`src/rtl/gfx_pkg.sv`:
```
// Shared types and constants for the viewport transform pipeline.
package gfx_pkg;
   typedef enum logic [3:0] {
      IDLE, ADDR, FETCH_X, FETCH_Y, FETCH_Z, DIV_X, DIV_Y, MAP, EMIT
   } state_t;

   localparam int FRAC_BITS = 16;
   localparam int WORDS_PER_VERTEX = 3;
   localparam logic [31:0] DEFAULT_NEAR_Z = 32'h0000_1000;
endpackage

```
`src/rtl/fixed_div.sv`:
```
// Signed Q16.16 divide: restoring radix-2 on magnitudes, 34 cycles from start to done.
module fixed_div
   import gfx_pkg::*;
(
   input  logic               clock,
   input  logic               reset,
   input  logic               start,
   input  logic signed [31:0] dividend,
   input  logic signed [31:0] divisor,
   output logic               done,
   output logic signed [31:0] quotient
);
   logic [31:0] rem_reg, dq_reg, den_reg;
   logic [5:0]  cnt_reg;
   logic        busy_reg, neg_reg, ovf_reg;
   logic [31:0] num_mag, den_mag, rem_sub, q_mag;
   logic [32:0] trial;
   logic        take;

   assign num_mag = dividend[31] ? -dividend : dividend;
   assign den_mag = divisor[31] ? -divisor : divisor;
   assign trial   = {rem_reg, dq_reg[31]};
   assign take    = trial >= {1'b0, den_reg};
   assign rem_sub = trial[31:0] - den_reg;
   // Quotients that do not fit a signed 32-bit word saturate to full scale.
   assign q_mag   = (ovf_reg || dq_reg[31]) ? 32'h7FFF_FFFF : dq_reg;

   always_ff @(posedge clock) begin
      if (reset) begin
         busy_reg <= 1'b0;
         done     <= 1'b0;
         cnt_reg  <= 6'd0;
         rem_reg  <= 32'd0;
         dq_reg   <= 32'd0;
         den_reg  <= 32'd0;
         neg_reg  <= 1'b0;
         ovf_reg  <= 1'b0;
         quotient <= 32'sd0;
      end else begin
         done <= 1'b0;
         if (start) begin
            // Dividend is |n|<<16; its top 16 bits seed the remainder so 32 steps suffice.
            busy_reg <= 1'b1;
            cnt_reg  <= 6'd32;
            rem_reg  <= {16'd0, num_mag[31:FRAC_BITS]};
            dq_reg   <= {num_mag[FRAC_BITS-1:0], 16'd0};
            den_reg  <= den_mag;
            neg_reg  <= dividend[31] ^ divisor[31];
            ovf_reg  <= {16'd0, num_mag[31:FRAC_BITS]} >= den_mag;
         end else if (busy_reg) begin
            if (cnt_reg != 6'd0) begin
               rem_reg <= take ? rem_sub : trial[31:0];
               dq_reg  <= {dq_reg[30:0], take};
               cnt_reg <= cnt_reg - 6'd1;
            end else begin
               quotient <= neg_reg ? -$signed(q_mag) : $signed(q_mag);
               done     <= 1'b1;
               busy_reg <= 1'b0;
            end
         end
      end
   end
endmodule

```
`src/rtl/viewport_pipe.sv`:
```
// Fetches Q16.16 vertices from RAM, perspective-divides x/y by z and maps them to screen pixels.
module viewport_pipe
   import gfx_pkg::*;
#(
   parameter int          SCREEN_W = 320,
   parameter int          SCREEN_H = 240,
   parameter logic [31:0] NEAR_Z   = DEFAULT_NEAR_Z
) (
   input  logic        clock,
   input  logic        reset,
   input  logic        start,
   input  logic [31:0] count,
   output logic        done,
   output logic [31:0] result_addr,
   input  logic [31:0] result_data,
   output logic        out_valid,
   input  logic        out_ready,
   output logic [8:0]  out_x,
   output logic [7:0]  out_y,
   output logic [31:0] out_z,
   output logic        out_clip,
   output logic        out_last
);
   localparam logic signed [47:0] HALF_W = 48'(SCREEN_W / 2);
   localparam logic signed [47:0] HALF_H = 48'(SCREEN_H / 2);
   localparam logic signed [47:0] MAX_X  = 48'(SCREEN_W - 1);
   localparam logic signed [47:0] MAX_Y  = 48'(SCREEN_H - 1);

   state_t             state_reg;
   logic [31:0]        count_reg, vtx_reg;
   logic signed [31:0] x_reg, y_reg, z_reg, ndc_x_reg, ndc_y_reg;
   logic signed [31:0] div_num, div_den, div_q;
   logic               div_start, div_done, z_clip, last_vtx, map_clip;
   logic signed [47:0] ndc_x_w, ndc_y_w, prod_x, prod_y, sx, sy;

   assign z_clip   = $signed(result_data) <= $signed(NEAR_Z);
   assign last_vtx = vtx_reg == count_reg - 32'd1;

   // x divide launches while z is still on the RAM bus; y launches as x completes.
   assign div_start = ((state_reg == FETCH_Z) && !z_clip) || ((state_reg == DIV_X) && div_done);
   assign div_num   = (state_reg == FETCH_Z) ? x_reg : y_reg;
   assign div_den   = (state_reg == FETCH_Z) ? $signed(result_data) : z_reg;

   fixed_div u_div (
      .clock    (clock),
      .reset    (reset),
      .start    (div_start),
      .dividend (div_num),
      .divisor  (div_den),
      .done     (div_done),
      .quotient (div_q)
   );

   assign ndc_x_w  = 48'(ndc_x_reg);
   assign ndc_y_w  = 48'(ndc_y_reg);
   assign prod_x   = ndc_x_w * HALF_W;
   assign prod_y   = ndc_y_w * HALF_H;
   assign sx       = HALF_W + (prod_x >>> FRAC_BITS);
   assign sy       = HALF_H - (prod_y >>> FRAC_BITS);
   assign map_clip = (sx < 48'sd0) || (sx > MAX_X) || (sy < 48'sd0) || (sy > MAX_Y);

   always_ff @(posedge clock) begin
      if (reset) begin
         state_reg   <= IDLE;
         done        <= 1'b1;
         result_addr <= 32'd0;
         out_valid   <= 1'b0;
         out_x       <= 9'd0;
         out_y       <= 8'd0;
         out_z       <= 32'd0;
         out_clip    <= 1'b0;
         out_last    <= 1'b0;
         count_reg   <= 32'd0;
         vtx_reg     <= 32'd0;
         x_reg       <= 32'sd0;
         y_reg       <= 32'sd0;
         z_reg       <= 32'sd0;
         ndc_x_reg   <= 32'sd0;
         ndc_y_reg   <= 32'sd0;
      end else begin
         case (state_reg)
            IDLE: begin
               if (start && (count != 32'd0)) begin
                  count_reg   <= count;
                  vtx_reg     <= 32'd0;
                  result_addr <= 32'd0;
                  done        <= 1'b0;
                  state_reg   <= ADDR;
               end
            end
            ADDR: begin
               result_addr <= result_addr + 32'd1;
               state_reg   <= FETCH_X;
            end
            FETCH_X: begin
               x_reg       <= $signed(result_data);
               result_addr <= result_addr + 32'd1;
               state_reg   <= FETCH_Y;
            end
            FETCH_Y: begin
               y_reg     <= $signed(result_data);
               state_reg <= FETCH_Z;
            end
            FETCH_Z: begin
               z_reg <= $signed(result_data);
               if (z_clip) begin
                  out_valid <= 1'b1;
                  out_clip  <= 1'b1;
                  out_x     <= 9'd0;
                  out_y     <= 8'd0;
                  out_z     <= result_data;
                  out_last  <= last_vtx;
                  state_reg <= EMIT;
               end else begin
                  state_reg <= DIV_X;
               end
            end
            DIV_X: begin
               if (div_done) begin
                  ndc_x_reg <= div_q;
                  state_reg <= DIV_Y;
               end
            end
            DIV_Y: begin
               if (div_done) begin
                  ndc_y_reg <= div_q;
                  state_reg <= MAP;
               end
            end
            MAP: begin
               out_valid <= 1'b1;
               out_clip  <= map_clip;
               out_x     <= map_clip ? 9'd0 : sx[8:0];
               out_y     <= map_clip ? 8'd0 : sy[7:0];
               out_z     <= z_reg;
               out_last  <= last_vtx;
               state_reg <= EMIT;
            end
            EMIT: begin
               if (out_ready) begin
                  out_valid <= 1'b0;
                  out_last  <= 1'b0;
                  if (last_vtx) begin
                     done      <= 1'b1;
                     state_reg <= IDLE;
                  end else begin
                     vtx_reg     <= vtx_reg + 32'd1;
                     result_addr <= result_addr + 32'd1;
                     state_reg   <= ADDR;
                  end
               end
            end
            default: state_reg <= IDLE;
         endcase
      end
   end
endmodule

```
`config.mk`:
```
export PLATFORM = sky130hd
export DESIGN_NAME = viewport_pipe
export DESIGN_NICKNAME = d
export VERILOG_FILES = /design/src/rtl/gfx_pkg.sv /design/src/rtl/fixed_div.sv /design/src/rtl/viewport_pipe.sv
export SDC_FILE = /design/constraint.sdc
export NUM_CORES = 2
export LEC_CHECK = 0
export ABC_AREA = 1
export BUFFER_PORTS_ARGS = -buffer_cell sky130_fd_sc_hd__buf_4
export CORE_ASPECT_RATIO = 1.75
export CORE_UTILIZATION = 63
export CTS_CLUSTER_DIAMETER = 80
export CTS_CLUSTER_SIZE = 20
export DETAILED_ROUTE_END_ITERATION = 8
export HOLD_SLACK_MARGIN = 0.1
export PLACE_DENSITY = 0.81
export SLEW_MARGIN = 20
export SYNTH_ARGS = -nofsm -noshare
export SYNTH_HDL_FRONTEND = slang
export SYNTH_SLANG_ARGS = --single-unit
```
`constraint.sdc`:
```
create_clock -name clock -period 5.5 [get_ports clock]
set_clock_uncertainty 0.1 [all_clocks]
set_input_delay 0.825 -clock clock [delete_from_list [all_inputs] [get_ports clock]]
set_output_delay 0.825 -clock clock [all_outputs]
set_load 0.02 [all_outputs]
```
**Word-level counts from Yosys, hierarchy flattened**

Index checks and enable logic that the tools add are counted.

- ROM bits: 0
- Memory bits (writable): 0
- Memories kept: 0
- Bits in latches: 0
- Register bits after elaboration: 451

- Mux-type cells: 52
- Order comparisons: 7
- Shifts and indexed selects: 0
- Reductions and logical operators: 33
- Eq/ne operators: 16
- Div/mod/pow operators: 0
- Bitwise gates (word level): 4
- Add/subtract/negate cells: 10
- Multipliers: 2

Operators with widths:

| kind | number |
|---|---|
| 32-bit 2-to-1 mux | 16 |
| 32-bit one-hot mux with 2 select lines | 2 |
| 32-bit negation | 3 |
| 32-bit one-hot mux with 3 select lines | 1 |
| 32-bit by 1-bit adder with 32-bit output (second input constant) | 2 |
| 16-bit 2-to-1 mux | 3 |
| 32-bit by 5-bit multiplier with 37-bit output (second input constant) | 1 |
| 32-bit by 4-bit multiplier with 36-bit output (second input constant) | 1 |
| 4-bit one-hot mux with 9 select lines | 1 |
| 33-bit by 32-bit greater-or-equal comparator with 1-bit output | 1 |
| 32-bit equality test | 1 |
| 16-bit by 32-bit greater-or-equal comparator with 1-bit output | 1 |
| 32-bit by 14-bit <= comparator with 1-bit output (second input constant) | 1 |
| 32-bit nonzero test | 1 |
| 32-bit by 1-bit subtractor with 32-bit output (second input constant) | 1 |
| 32-bit subtractor | 1 |
| 9-bit by 25-bit adder with 26-bit output (first input constant) | 1 |
| 26-bit by 10-bit greater-than comparator with 1-bit output (second input constant) | 1 |
| 26-bit by 1-bit less-than comparator with 1-bit output (second input constant) | 1 |
| 25-bit by 9-bit greater-than comparator with 1-bit output (second input constant) | 1 |
| 25-bit by 1-bit less-than comparator with 1-bit output (second input constant) | 1 |
| 8-bit by 24-bit subtractor with 25-bit output (first input constant) | 1 |
| 4-bit 2-to-1 mux | 5 |
| 6-bit 2-to-1 mux | 3 |
| other kinds (28) | 73 |

**Depth between registers and ports, before layout**

- Word-level depth: 8
- Depth in mapped cells: 32

**Hierarchy**

Synthesis repeated with hierarchy kept, for this count alone.

- Cell total of the unflattened synthesis: 5633
- Area total of the unflattened synthesis: 34958.5 um^2

By module, submodules not included:

| module | area each (um^2) | instances | cells each | seq. area each (um^2) |
|---|---|---|---|---|
| viewport_pipe | 23949.2 | 1 | 3774 | 6266.0 |
| fixed_div | 11009.3 | 1 | 1859 | 2762.6 |

**Worst setup path before layout**

No wires, ideal clock.

- Path kind: register to register
- Start point: reg ndc_y_reg[10]
- End point: reg out_x[0]
- Stages on the path, launching flop included: 30
- Clock period less this slack: 4.662 ns
- Slack: 0.838 ns
- Arrival: 4.492 ns
- Cells stage by stage: dfxtp_1 -> ha_1 -> fa_1 -> inv_1 -> fa_1 -> inv_1 -> ha_1 -> nand2_2 -> inv_2 -> nand2_1 -> inv_1 -> nand2_1 -> nand3_2 -> xnor2_1 -> ha_1 -> inv_1 -> a21oi_2 -> nor2_2 -> nand2_2 -> nand2_2 -> nor2_2 -> nand2_1 -> nand2_1 -> nand2_1 -> nor2_2 -> nand3_2 -> nor2_4 -> buf_8 -> nand3_2 -> a21oi_2

- Longest elaborated chain between the ends: 7
- Elaborated cells on any way between the ends: 8
- Classes of those cells: 1 x add/sub; 1 x mul; 2 x order compare; 2 x mux; 2 x reduce/logical

RTL lines:

| what | line | text |
|---|---|---|
| start, declared | viewport_pipe.sv:31 | `logic signed [31:0] x_reg, y_reg, z_reg, ndc_x_reg, ndc_y_reg;` |
| start signal, assigned | viewport_pipe.sv:126 | `ndc_y_reg <= div_q;` |
| 32-bit by 5-bit multiplier with 37-bit output * | viewport_pipe.sv:57 | `assign prod_y = ndc_y_w * HALF_H;` |
| 8-bit by 24-bit subtractor with 25-bit output * | viewport_pipe.sv:59 | `assign sy = HALF_H - (prod_y >>> FRAC_BITS);` |
| 25-bit by 1-bit less-than comparator with 1-bit output | viewport_pipe.sv:60 | `assign map_clip = (sx < 48'sd0) \|\| (sx > MAX_X) \|\| (sy < 48'sd0) \|\| (sy > MAX_Y);` |
| 1-bit logical OR | viewport_pipe.sv:60 |  |
| 1-bit logical OR * | viewport_pipe.sv:60 |  |
| 9-bit 2-to-1 mux * | viewport_pipe.sv:133 | `out_x <= map_clip ? 9'd0 : sx[8:0];` |
| 9-bit one-hot mux with 2 select lines * | viewport_pipe.sv:81 | `case (state_reg)` |
| end signal, assigned | viewport_pipe.sv:133 |  |
| end, declared | viewport_pipe.sv:18 | `output logic [8:0] out_x,` |

Every way passes the cells marked *; elsewhere a longest branch is shown, timed or not.
A chain may end at the register's enable or synchronous reset.

**Worst setup path after layout**

- Start point: reg ndc_y_reg[24]
- End point: reg out_y[1]

- Longest elaborated chain between the ends: 7
- Elaborated cells on any way between the ends: 8
- Classes of those cells: 1 x add/sub; 1 x mul; 2 x order compare; 2 x mux; 2 x reduce/logical

RTL lines:

| what | line | text |
|---|---|---|
| 32-bit by 5-bit multiplier with 37-bit output * | viewport_pipe.sv:57 |  |
| 8-bit by 24-bit subtractor with 25-bit output * | viewport_pipe.sv:59 |  |
| 25-bit by 1-bit less-than comparator with 1-bit output | viewport_pipe.sv:60 |  |
| 1-bit logical OR | viewport_pipe.sv:60 |  |
| 1-bit logical OR * | viewport_pipe.sv:60 |  |
| 8-bit 2-to-1 mux * | viewport_pipe.sv:134 | `out_y <= map_clip ? 8'd0 : sy[7:0];` |
| 8-bit one-hot mux with 2 select lines * | viewport_pipe.sv:81 |  |
| end signal, assigned | viewport_pipe.sv:134 |  |
| end, declared | viewport_pipe.sv:19 | `output logic [7:0] out_y,` |

Marks and branches as above.

==> results.yml <==
clock_tree:
  root_buffer: "clkbuf_16"
  cts_tree: "yes"
  numCtsBuffers: 26
  post_cts_buffers: 0
  cts_sinks: 451
  htreeDepth: 1
  clk-insertion-delay-late_ns: 0.60
  clkTransAtPathRegs_ns: 0.08
  cts_hold_buf: 0
  cts_resized: 0
  cts_max_path_buffers: 3
hold_path:
  hold_path_class: "flop to flop"
place:
  gp_congestion: 1.05
  dp_hpwl_microns: 80300
  port_buffers: 152
  place_area_sq_um: 35000
  dp_cells: 5832
global_route:
  grt_pass1_vias: 32100
  overflow: 0
  grt.total_usage: 0.372
  grt_max_degree: 151
  grt_pass1_wl_microns: 159000
  antenna_found_initial: 2
cells_and_area:
  nets: 5494
  area_growth_pct: 7.38
  layout-drive-gt1-share: 0.0795
  instances_no_fill: 5863
  final_area_sq_um: 35700
power_and_ir_drop:
  leakage_nw: 17.4
  powerDensity_nw_per_um2: 293
  p_total_mw: 10.4
  ir_worst_vdd_uv: 469
synthesis:
  avgSynthCellArea_sq_um: 6.50
  synth_area_sq_um: 33200
  synthFlopType: "dfxtp_1"
  synth_edf_count: 0
  synthCells: 5115
  synth.distinct_cells: 61
  yosys.area.top_type_share: 0.272
  synth_top_cell_by_area: "dfxtp_1"
  ys_async_sr_fraction: 0
  syn-num-nets: 5427
  ys_seq_elements: 451
  ys_top_cells_by_area: "dfxtp_1 (27%), nand2_1 (14%), inv_1 (8.3%)"
  yosysWarningCount: 0
  synth-seq-area-share: 0.272
timing:
  fin_setup_tns_ns: 0
  period_share: 0.940
  finalHoldViolCount: 0
  whs_ns: 0.356
  max_freq_mhz: 193
  slew_headroom: 0.205
  tightest_slew_ns: 1.16
  rsz0062_at_grt: "false"
  period_minus_slack_ns: 5.17
  setup_viol: 0
  slew_viol_final: 0
floorplan:
  fp-row-count: 111
  die_h_microns: 306
  start_util: 0.636
  die-area_sq_um: 53700
  io_pins: 153
  die_w_microns: 176
  core_area_sq_um: 52200
worst_setup_path:
  cp_max_fo: 18
  critical_path_required_ns: 5.90
  path_class: "flop to flop"
  worstSetupStartpointType: "flop"
  worstPathArrival_ns: 5.58
  worst_setup_path_end_kind: "flop"
drt:
  ant_nets: 0
  dr.pass1.iters: 6
  post_drt_wl_per_cell_microns: 17.3
  routed_wl_microns: 101000
  viasPerCell: 5.69
  dr_total_vias: 33300
  route.detailed.drc: 0
  drt_iter0_drc: 2005
run_status:
  status: "finished, final reports clean"
run:
  drv_cap: 0
==> power breakdown <==
| group | internal [mW] | switching, mW |
|---|---|---|
| Clock | 0.850 | 1.11 |
| Combinational | 1.54 | 3.10 |
| Sequential | 3.60 | 0.229 |
| Total | 6.00 | 4.45 |
==> through the flow <==
step / util / setup WS [ns]
2_1_floorplan: - / 0.838
3_3_place_gp: 0.669 / 0.441
3_5_place_dp: 0.669 / 0.233
4_1_cts: 0.682 / 0.217
5_1_grt: 0.683 / 0.0165
6_report: 0.683 / 0.327
==> layout by cell type (no fill, tap or decap), drive strengths merged, types with 161 or more instances in the layout <==
cell type  instances
buf              207
dfxtp            451
a21oi            333
nor2             599
o21ai            340
nand3            232
inv              755
nand2           1282
ha               186
xor2             161
==> synthesized netlist by cell type, types with 13 or more instances <==
master       n
nand3_1    213
nor2_1     555
inv_1      736
nand2_2     31
buf_2       15
xnor2_1     69
o21ai_1     28
nand4_1    102
dfxtp_1    451
clkbuf_1   131
nand2_1   1247
a31oi_1     63
o211ai_1    30
inv_2       19
nor3_1      79
nor2_2      32
o21bai_1    13
xor2_1     160
a21oi_1    323
nor4_1      39
o22ai_1     31
nand3_2     19
fa_1        58
ha_1       186
o21ai_0    309
==> final timing paths <==
path	cells past startpoint	endpoint	slack [ns]	startpoint
worst max-delay path	26	out_y[1]	0.33	ndc_y_reg[24]
worst min-delay path	2	y_reg[4]	0.36	y_reg[4]
worst max register to register	26	out_y[1]	0.33	ndc_y_reg[24]
worst min register to register	2	y_reg[4]	0.36	y_reg[4]
==> final cells by class <==
cell class                 count  area [sq um]
sequential                   451          9030
clock buffer                  26           651
tap                          678           848
multi-input combinational   3730         20700
timing repair buffer         207          1570
inverter                     766          2880
fill                        4900         16500
antenna                        2          5.00
clock inverter                 3          30.0
==> worst max-delay path, stage by stage (launching register included) <==
cell	delay, ns
dfxtp_1	0.43
ha_1	0.29
fa_1	0.53
inv_1	0.06
fa_1	0.49
inv_1	0.04
ha_1	0.44
a21oi_1	0.26
inv_1	0.06
nor2_1	0.18
nand2_1	0.13
a21oi_1	0.21
nand2_1	0.10
nand2_1	0.07
nand2_1	0.13
nor2_1	0.17
nand3_1	0.11
nor2_2	0.22
nand2_1	0.08
nand2_1	0.06
nand2_1	0.06
nor2_2	0.09
nand3_2	0.10
nor2_4	0.14
buf_4	0.26
nand3_1	0.11
a21oi_1	0.15
==> routing by layer <==
layer  GRT usage  vias up  part of all wire
met1       0.348    15300              0.34
li1            -    16500                 -
met4       0.367        0              0.11
met2       0.687     1091              0.51
met5           0        -                 0
met3      0.0399      452             0.042
==> cells by family after synthesis <==
logic type | Yosys count | synth area share
xor+xnor | 230 | 0.0608
mux | 12 | 0.00361
compound gates | 852 | 0.140
simple gates | 2392 | 0.310
flops | 451 | 0.272
fa+ha+maj | 244 | 0.105
buf+inv | 934 | 0.108
Power figures use the tool's default switching activity.
